--- config.mk ---
export PLATFORM = sky130hd
export DESIGN_NAME = mu0_control_flat
export DESIGN_NICKNAME = d
export VERILOG_FILES = /design/src/rtl/mu0_control_if.sv /design/src/rtl/mu0_control.sv /design/src/flat_wrapper.sv
export SDC_FILE = /design/constraint.sdc
export NUM_CORES = 1
export LEC_CHECK = 0
export CAP_MARGIN = 10
export CORE_AREA = 2 2 39 41
export DETAILED_ROUTE_END_ITERATION = 8
export DIE_AREA = 0 0 41 43
export PLACE_DENSITY = 0.52
export RECOVER_POWER = 100
export REMOVE_ABC_BUFFERS = 1
export SYNTH_ARGS = -nofsm -noshare
export SYNTH_HDL_FRONTEND = slang
export SYNTH_SLANG_ARGS = --single-unit
export TNS_END_PERCENT = 5
--- constraint.sdc ---
create_clock -name clk -period 1.35 [get_ports clk]
set_input_delay 0.2025 -clock clk [delete_from_list [all_inputs] [get_ports clk]]
set_output_delay 0.2025 -clock clk [all_outputs]
set_load 0.05 [all_outputs]
--- src/rtl/mu0_control_if.sv ---
// ---------------------------------------------------------------------------
// mu0_control_if
// Signal bundle between the MU0 control FSM and its datapath.
//   master modport : control unit (consumes opcode/flags/ready, drives controls)
//   slave  modport : datapath     (drives opcode/flags/ready, consumes controls)
// Signals:
//   F[3:0]     opcode, IR[15:12]
//   N, Z       ACC negative / zero flags
//   mem_ready  memory completes the current Rd/Wr this cycle
//   X_sel      X mux: 0=ACC, 1=PC
//   Y_sel      Y mux: 0=memory data, 1=IR[11:0] zero-extended
//   Addr_sel   address mux: 0=PC, 1=IR[11:0]
//   PC_En, IR_En, Acc_En   register load enables
//   ALU_fs[1:0]  00=Y, 01=X+Y, 10=X+1, 11=X-Y
//   Rd, Wr     memory strobes
//   Halted     high in HALT state
// ---------------------------------------------------------------------------
interface mu0_control_if;
  logic [3:0] F;
  logic       N;
  logic       Z;
  logic       mem_ready;
  logic       X_sel;
  logic       Y_sel;
  logic       Addr_sel;
  logic       PC_En;
  logic       IR_En;
  logic       Acc_En;
  logic [1:0] ALU_fs;
  logic       Rd;
  logic       Wr;
  logic       Halted;

  modport master (
    input  F, N, Z, mem_ready,
    output X_sel, Y_sel, Addr_sel, PC_En, IR_En, Acc_En, ALU_fs, Rd, Wr, Halted
  );

  modport slave (
    output F, N, Z, mem_ready,
    input  X_sel, Y_sel, Addr_sel, PC_En, IR_En, Acc_En, ALU_fs, Rd, Wr, Halted
  );
endinterface

--- src/rtl/mu0_control.sv ---
// ---------------------------------------------------------------------------
// mu0_control
// Control FSM for the MU0 16-bit processor. Sequences FETCH / EXECUTE / HALT
// and decodes the datapath mux selects, register enables, ALU function and
// memory strobes from state, opcode, ACC flags and the memory handshake.
// Ports:
//   clk    rising-edge clock
//   reset  asynchronous, active-high; forces FETCH and zeroes every output
//   bus    mu0_control_if.master (opcode/flags/ready in, controls out)
// Parameter:
//   WAIT_EN  1: honour mem_ready; 0: memory is assumed to complete every cycle
// ---------------------------------------------------------------------------
module mu0_control #(
  parameter bit WAIT_EN = 1'b1
) (
  input  logic          clk,
  input  logic          reset,
  mu0_control_if.master bus
);

  typedef enum logic [1:0] {
    S_FETCH   = 2'b00,
    S_EXECUTE = 2'b01,
    S_HALT    = 2'b10
  } state_t;

  localparam logic [1:0] ALU_Y   = 2'b00;
  localparam logic [1:0] ALU_ADD = 2'b01;
  localparam logic [1:0] ALU_INC = 2'b10;
  localparam logic [1:0] ALU_SUB = 2'b11;

  state_t r_state;
  state_t w_next;
  logic   w_ready;

  // With the handshake disabled every memory access completes in one cycle.
  assign w_ready = WAIT_EN ? bus.mem_ready : 1'b1;

  // NOTE: state registers use non-blocking assignment so every flop samples
  // the pre-edge value of its inputs regardless of process ordering.
  always_ff @(posedge clk or posedge reset) begin
    if (reset) r_state <= S_FETCH;
    else       r_state <= w_next;
  end

  always_comb begin
    // NOTE: every output and the next state get a default before the case so
    // no path leaves a signal unassigned and no latch is inferred.
    bus.X_sel    = 1'b0;
    bus.Y_sel    = 1'b0;
    bus.Addr_sel = 1'b0;
    bus.PC_En    = 1'b0;
    bus.IR_En    = 1'b0;
    bus.Acc_En   = 1'b0;
    bus.ALU_fs   = ALU_Y;
    bus.Rd       = 1'b0;
    bus.Wr       = 1'b0;
    bus.Halted   = 1'b0;
    w_next       = r_state;

    case (r_state)
      S_FETCH: begin
        // Read the instruction at PC while the ALU forms PC+1.
        bus.Rd     = 1'b1;
        bus.X_sel  = 1'b1;
        bus.ALU_fs = ALU_INC;
        bus.IR_En  = w_ready;
        bus.PC_En  = w_ready;
        if (w_ready) w_next = S_EXECUTE;
      end

      S_EXECUTE: begin
        case (bus.F)
          4'h0: begin // LDA
            bus.Addr_sel = 1'b1;
            bus.Rd       = 1'b1;
            bus.ALU_fs   = ALU_Y;
            bus.Acc_En   = w_ready;
            if (w_ready) w_next = S_FETCH;
          end
          4'h1: begin // STA: ACC is routed through X to the write data
            bus.Addr_sel = 1'b1;
            bus.Wr       = 1'b1;
            if (w_ready) w_next = S_FETCH;
          end
          4'h2, 4'h3: begin // ADD / SUB
            bus.Addr_sel = 1'b1;
            bus.Rd       = 1'b1;
            bus.ALU_fs   = (bus.F == 4'h2) ? ALU_ADD : ALU_SUB;
            bus.Acc_En   = w_ready;
            if (w_ready) w_next = S_FETCH;
          end
          4'h4, 4'h5, 4'h6: begin // JMP / JGE / JNE: target is IR[11:0]
            bus.Y_sel  = 1'b1;
            bus.ALU_fs = ALU_Y;
            case (bus.F)
              4'h4:    bus.PC_En = 1'b1;
              4'h5:    bus.PC_En = ~bus.N;
              default: bus.PC_En = ~bus.Z;
            endcase
            w_next = S_FETCH;
          end
          default: w_next = S_HALT; // STP and all unused opcodes
        endcase
      end

      S_HALT: bus.Halted = 1'b1;

      default: w_next = S_FETCH;
    endcase

    // Reset silences the datapath combinationally, even mid-cycle.
    if (reset) begin
      bus.X_sel    = 1'b0;
      bus.Y_sel    = 1'b0;
      bus.Addr_sel = 1'b0;
      bus.PC_En    = 1'b0;
      bus.IR_En    = 1'b0;
      bus.Acc_En   = 1'b0;
      bus.ALU_fs   = ALU_Y;
      bus.Rd       = 1'b0;
      bus.Wr       = 1'b0;
      bus.Halted   = 1'b0;
      w_next       = S_FETCH;
    end
  end

endmodule

--- src/flat_wrapper.sv ---
// flat-port wrapper written by rule: the top's interface ports become plain ports
module mu0_control_flat 
#(
  parameter bit WAIT_EN = 1'b1
)
  (clk, reset, bus_F, bus_N, bus_Z, bus_mem_ready, bus_X_sel, bus_Y_sel, bus_Addr_sel, bus_PC_En, bus_IR_En, bus_Acc_En, bus_ALU_fs, bus_Rd, bus_Wr, bus_Halted);
  mu0_control_if bus_i ();
  input  logic clk;
  input  logic reset;
  input wire logic [$bits(bus_i.F)-1:0] bus_F;
  input wire logic [$bits(bus_i.N)-1:0] bus_N;
  input wire logic [$bits(bus_i.Z)-1:0] bus_Z;
  input wire logic [$bits(bus_i.mem_ready)-1:0] bus_mem_ready;
  output wire logic [$bits(bus_i.X_sel)-1:0] bus_X_sel;
  output wire logic [$bits(bus_i.Y_sel)-1:0] bus_Y_sel;
  output wire logic [$bits(bus_i.Addr_sel)-1:0] bus_Addr_sel;
  output wire logic [$bits(bus_i.PC_En)-1:0] bus_PC_En;
  output wire logic [$bits(bus_i.IR_En)-1:0] bus_IR_En;
  output wire logic [$bits(bus_i.Acc_En)-1:0] bus_Acc_En;
  output wire logic [$bits(bus_i.ALU_fs)-1:0] bus_ALU_fs;
  output wire logic [$bits(bus_i.Rd)-1:0] bus_Rd;
  output wire logic [$bits(bus_i.Wr)-1:0] bus_Wr;
  output wire logic [$bits(bus_i.Halted)-1:0] bus_Halted;
  assign bus_i.F = bus_F;
  assign bus_i.N = bus_N;
  assign bus_i.Z = bus_Z;
  assign bus_i.mem_ready = bus_mem_ready;
  assign bus_X_sel = bus_i.X_sel;
  assign bus_Y_sel = bus_i.Y_sel;
  assign bus_Addr_sel = bus_i.Addr_sel;
  assign bus_PC_En = bus_i.PC_En;
  assign bus_IR_En = bus_i.IR_En;
  assign bus_Acc_En = bus_i.Acc_En;
  assign bus_ALU_fs = bus_i.ALU_fs;
  assign bus_Rd = bus_i.Rd;
  assign bus_Wr = bus_i.Wr;
  assign bus_Halted = bus_i.Halted;
  mu0_control #(.WAIT_EN(WAIT_EN)) u_core (.clk(clk), .reset(reset), .bus(bus_i));
endmodule
* After elaboration in Yosys (flattened, before gate mapping) *
Cells that the tools add are included.

storage, ports and cells
  bits in registers = 2
  bits of input ports = 9
  output and inout bits = 11
  logic and storage cells = 55

cells by class
  eq/ne operators = 11
  muxes and demuxes = 34
  bitwise logic cells = 2
  reductions and logical operators = 7

operators by type and width
  operator            number
  $mux 1              22
  $eq 4x3->1 const B  3
  $mux 2              6
  $eq 4x2->1 const B  2
  $pmux 2 s2          2
  $pmux 1 s2          3
  $pmux 2 s3          1
  $reduce_or 3->1     2
  $eq 4x1->1 const B  1
  $logic_not 4->1     1
  $ne 4x4->1 const B  1
  $reduce_or 4->1     1
  $ne 3x3->1 const B  1
  $reduce_and 3->1    1
  $eq 2x1->1 const B  1
  $eq 2x2->1 const B  1
  $logic_not 2->1     1
  $ne 2x2->1 const B  1
  $not 1->1           2
  $reduce_or 2->1     1

* Longest topological paths before layout *
Gate-level depths: netlist (run 1).

  word-level depth = 5
  gate-level depth with buffers = 3
  mapped depth without buffers = 3

* Worst setup path after synthesis (run 1) *
Ideal clock, no wire load.

  path type = register to output
  start point = reg u_core.r_state[0]
  end point = out bus_Wr
  data arrival time = 2.340 ns
  required time = 1.148 ns
  path slack = -1.192 ns
  cell stages (with the launch flop) = 3
  path buffers = 0
  cell sequence = dfrtp_1 -> or3b_4 -> nor4_1

on the way
  word-level cells in the longest chain between the ends = 3

RTL lines
  what                      RTL line            RTL
  start: declaration        mu0_control.sv:32   state_t r_state;
  start signal: assignment  mu0_control.sv:43   else r_state <= w_next;
  $eq 2x1->1                mu0_control.sv:61   case (r_state)
  $mux 1                    mu0_control.sv:61
  $mux 1                    mu0_control.sv:113  if (reset) begin
  end: declaration          flat_wrapper.sv:22  output wire logic [$bits(bus_i.Wr)-1:0] bus_Wr;

No other way between the ends.

* Worst setup path in the final report (run 1) *
  start point = reg u_core.r_state[1]
  end point = out bus_Acc_En

on the way
  word-level cells in the longest chain between the ends = 3

RTL lines
  what              RTL line            RTL
  $eq 2x1->1        mu0_control.sv:61
  $mux 1            mu0_control.sv:61
  $mux 1            mu0_control.sv:113
  end: declaration  flat_wrapper.sv:19  output wire logic [$bits(bus_i.Acc_En)-1:0] bus_Acc_En;

No other way between the ends.

==> results of run 1 <==
[routing by layer]
| layer | vias up | routed length [um] | global-route usage, % |
|---|---|---|---|
| met5 | - | 0 | 0 |
| met3 | 0 | 30 | 1.57 |
| met1 | 171 | 359 | 17.9 |
| li1 | 184 | - | - |
| met2 | 10 | 522 | 20.9 |
| met4 | 0 | 0 | 4.00 |
[worst max-delay path, delay by kind of cell, from the launching register on]
kind,cells,cell delay [ns]
and+or+nand+nor,3,0.79
DFF,1,0.36
buffers and inverters,1,0.13
[worst max-delay path by stage]
stage | start | endpoint | slack (ns) | depth (start not counted)
2_1_floorplan | u_core.r_state[0] | bus_Wr | -1.19 | 2
3_3_place_gp | reset | bus_PC_En | -0.45 | 5
4_1_cts | u_core.r_state[1] | bus_Acc_En | -0.38 | 4
3_5_place_dp | reset | bus_Wr | -0.44 | 5
5_1_grt | u_core.r_state[0] | bus_Acc_En | -0.44 | 4
6_report | u_core.r_state[1] | bus_Acc_En | -0.36 | 4
[kinds of logic (layout without fill, tap and decap cells)]
| logic type | Yosys count | count (layout) |
|---|---|---|
| simple gates | 19 | 19 |
| compound gates | 8 | 8 |
| buf+inv | 3 | 36 |
| flops | 2 | 2 |
[layout by cell type, fill, tap and decap left out, types with 2 or more instances in the layout]
master and n:
sky130_fd_sc_hd__buf_12 11, sky130_fd_sc_hd__clkbuf_1 2, sky130_fd_sc_hd__nor2_2 2, sky130_fd_sc_hd__clkdlybuf4s50_1 6, sky130_fd_sc_hd__a21oi_2 2, sky130_fd_sc_hd__dfrtp_1 2, sky130_fd_sc_hd__nand2_1 2, sky130_fd_sc_hd__inv_1 2
sky130_fd_sc_hd__clkbuf_4 3, sky130_fd_sc_hd__nor2_4 2, sky130_fd_sc_hd__buf_4 9
[timing repair]
action                                 4_1_cts  5_1_grt
setup endpoints to repair                   11       11
hold buffers                                 0        0
pin swaps                                    4        1
endpoints found under the hold margin        0        0
gates resized for setup                     17        3
[where the power goes]
group / internal, mW / leakage [nW] / switching [mW]
Combinational: 0.121 / 0.267 / 0.125
Clock: 0.0979 / 0.0138 / 0.0315
Sequential: 0.0643 / 0.0268 / 0.00213
Total: 0.283 / 0.307 / 0.158
[area by class of cell]
type | instances | area [um2]
Multi-Input combinational cell | 27 | 228
Timing Repair Buffer | 31 | 388
Fill cell | 136 | 668
Clock buffer | 3 | 22.5
Inverter | 2 | 7.51
Tap cell | 16 | 20.0
Sequential cell | 2 | 50.0
==> flow_summary.ini, run 1 <==
[critical_path]
reg2regPathDepth = 4
crit_path_max_incr_delay_ns = 0.41
capture_point_of_the_worst_reg_to_reg_path = u_core.r_state[0]
crit_path_cell_trace = or3b_4 > nor3_4 > and3_4 > buf_12
register_to_register_setup_slack_ns = 0.23
end_kind = primary output
crit-reg2reg-launch = u_core.r_state[0]
crit_path_start_kind = flip-flop
path_class = reg2out
timing.critical_path.arrival_ns = 1.51
crit_slowest_cell = sky130_fd_sc_hd__or3b_4
critical_path_required_ns = 1.15
critical_path.max_fanout = 3

[routing]
route.detailed.vias_per_inst = 4.51
detailed_router_s_first_iteration_violation_count = 2
drt-pass1-iter-count = 2
wirelength_um = 912
wl_per_cell_um = 11.3
drc_errors = 0
drt.antenna.violating_nets = 0
via_count = 365

[timing]
setup_ws_ns = -0.361
holdWs_ns = 0.180
fin_worst_skew_ns = 0.00363
hold_violations = 0
worst_pin_slew_ns = 0.270
timing.final.max_slew_violations = 0
rsz0062_at_grt = true
period_needed_ns = 1.71
setup_viol = 11
total_negative_slack_for_setup_checks_ns = -2.47
timing.final.crit_share_pct = 127
headroom_to_the_max_slew_limit_pct = 82.0
fmaxAchievable_mhz = 585

[pwr]
vdd_drop_max_uv = 304
p_leak_nw = 0.307
total_power_mw = 0.441
power.density_nw_per_um2 = 617

[final_layout]
final_cell_area_um2 = 716
largest_reg_flops = 2
number_of_antenna_cells_inserted = 0
largest_registers = u_core.r_state: 2 flops
fin_util_pct = 51.7
layoutNonFillerInstCount = 81
largest_register = u_core.r_state
layout-drive-gt1-share_pct = 60.0
nets = 76
layout-area-overhead-vs-synth_pct = 216

[synth]
postSynth.topFlopCell = sky130_fd_sc_hd__dfrtp_1
synth_cell_type_count = 22
syn_inst = 32
synth_common_cells = sky130_fd_sc_hd__nor2_1, sky130_fd_sc_hd__a21oi_1
synth_top_family_by_area = simple AND/OR/NAND/NOR gates
yosys.area_share.adder_pct = 0
synth_compound_gate_area_share_pct = 21.0
synth_top_cells_by_area = sky130_fd_sc_hd__dfrtp_1, sky130_fd_sc_hd__nor2_1, sky130_fd_sc_hd__nor3_4, sky130_fd_sc_hd__a21oi_1, sky130_fd_sc_hd__nand2b_1
synth-warning-count = 0
synth_simple_gate_area_share_pct = 51.9
ys_async_sr_fraction_pct = 100
mapped_area_um2 = 226
mux_cell_area_share_after_synthesis_pct = 0
synth.ff_latch_count = 2
ys_seq_area_share_pct = 22.1
netlist.top_cell.by_area = sky130_fd_sc_hd__dfrtp_1
synthesis.area_per_instance_um2 = 7.08
synth_enable_flop_cells = 0
synth_most_common_cell = sky130_fd_sc_hd__nor2_1
synth_xor_xnor_area_share_pct = 0
synth.top_cell.area_share_pct = 22.1

[flow_run]
max-cap-violations = 0

[die]
core_box_area_um2 = 1380
initial_core_utilization_pct = 16.4
design.die.area_um2 = 1760
core.rowCount = 14
io-pin-count = 20
dieWidth_um = 41
chipHeight_um = 43

[global_route]
initial_antenna_violation_count = 0
grt_pass1_wl_um = 1630
grt_start_max_net_pins = 8
global_route.usage.total_pct = 13.2
gr-total-overflow = 0
grt_pass1_vias = 387

[clocking]
number_of_buffers_added_by_the_clock_tree_synthesis_step = 3
numClockSinks = 2
ctsLongestPathBuffers = 2
tritoncts = done
clk_root_buffer_cell = sky130_fd_sc_hd__clkbuf_4
postCtsSetupRepairBufs = 0
htree_levels = 1
clk-insertion-delay-late_ns = 0.22
cts.clk_slew.worst_paths_ns = 0.03

[hold_path]
holdCritPathClass = in2async

[place]
finalWeightedCongestion = 0.779
dp.final_hpwl_um = 697
placed_cells = 78
post-place-ws_ns = -0.437
dpl-instance-area_um2 = 633
buffer_ports.inserted = 19

[status]
run_status = finished with violations
failed_checks = negative setup slack
Power figures use the tool's default switching activity.
==> run 2: changes to the inputs <==
MAX_ROUTING_LAYER = met4   (was default)
==> results of run 2 <==
Same layout as run 1: the final DEF is identical, and so are final timing and power.
Main changes from that run: final weighted congestion in routability-driven placement 0.779 -> 0.789; overall routing resource usage 13.2% -> 13.6%
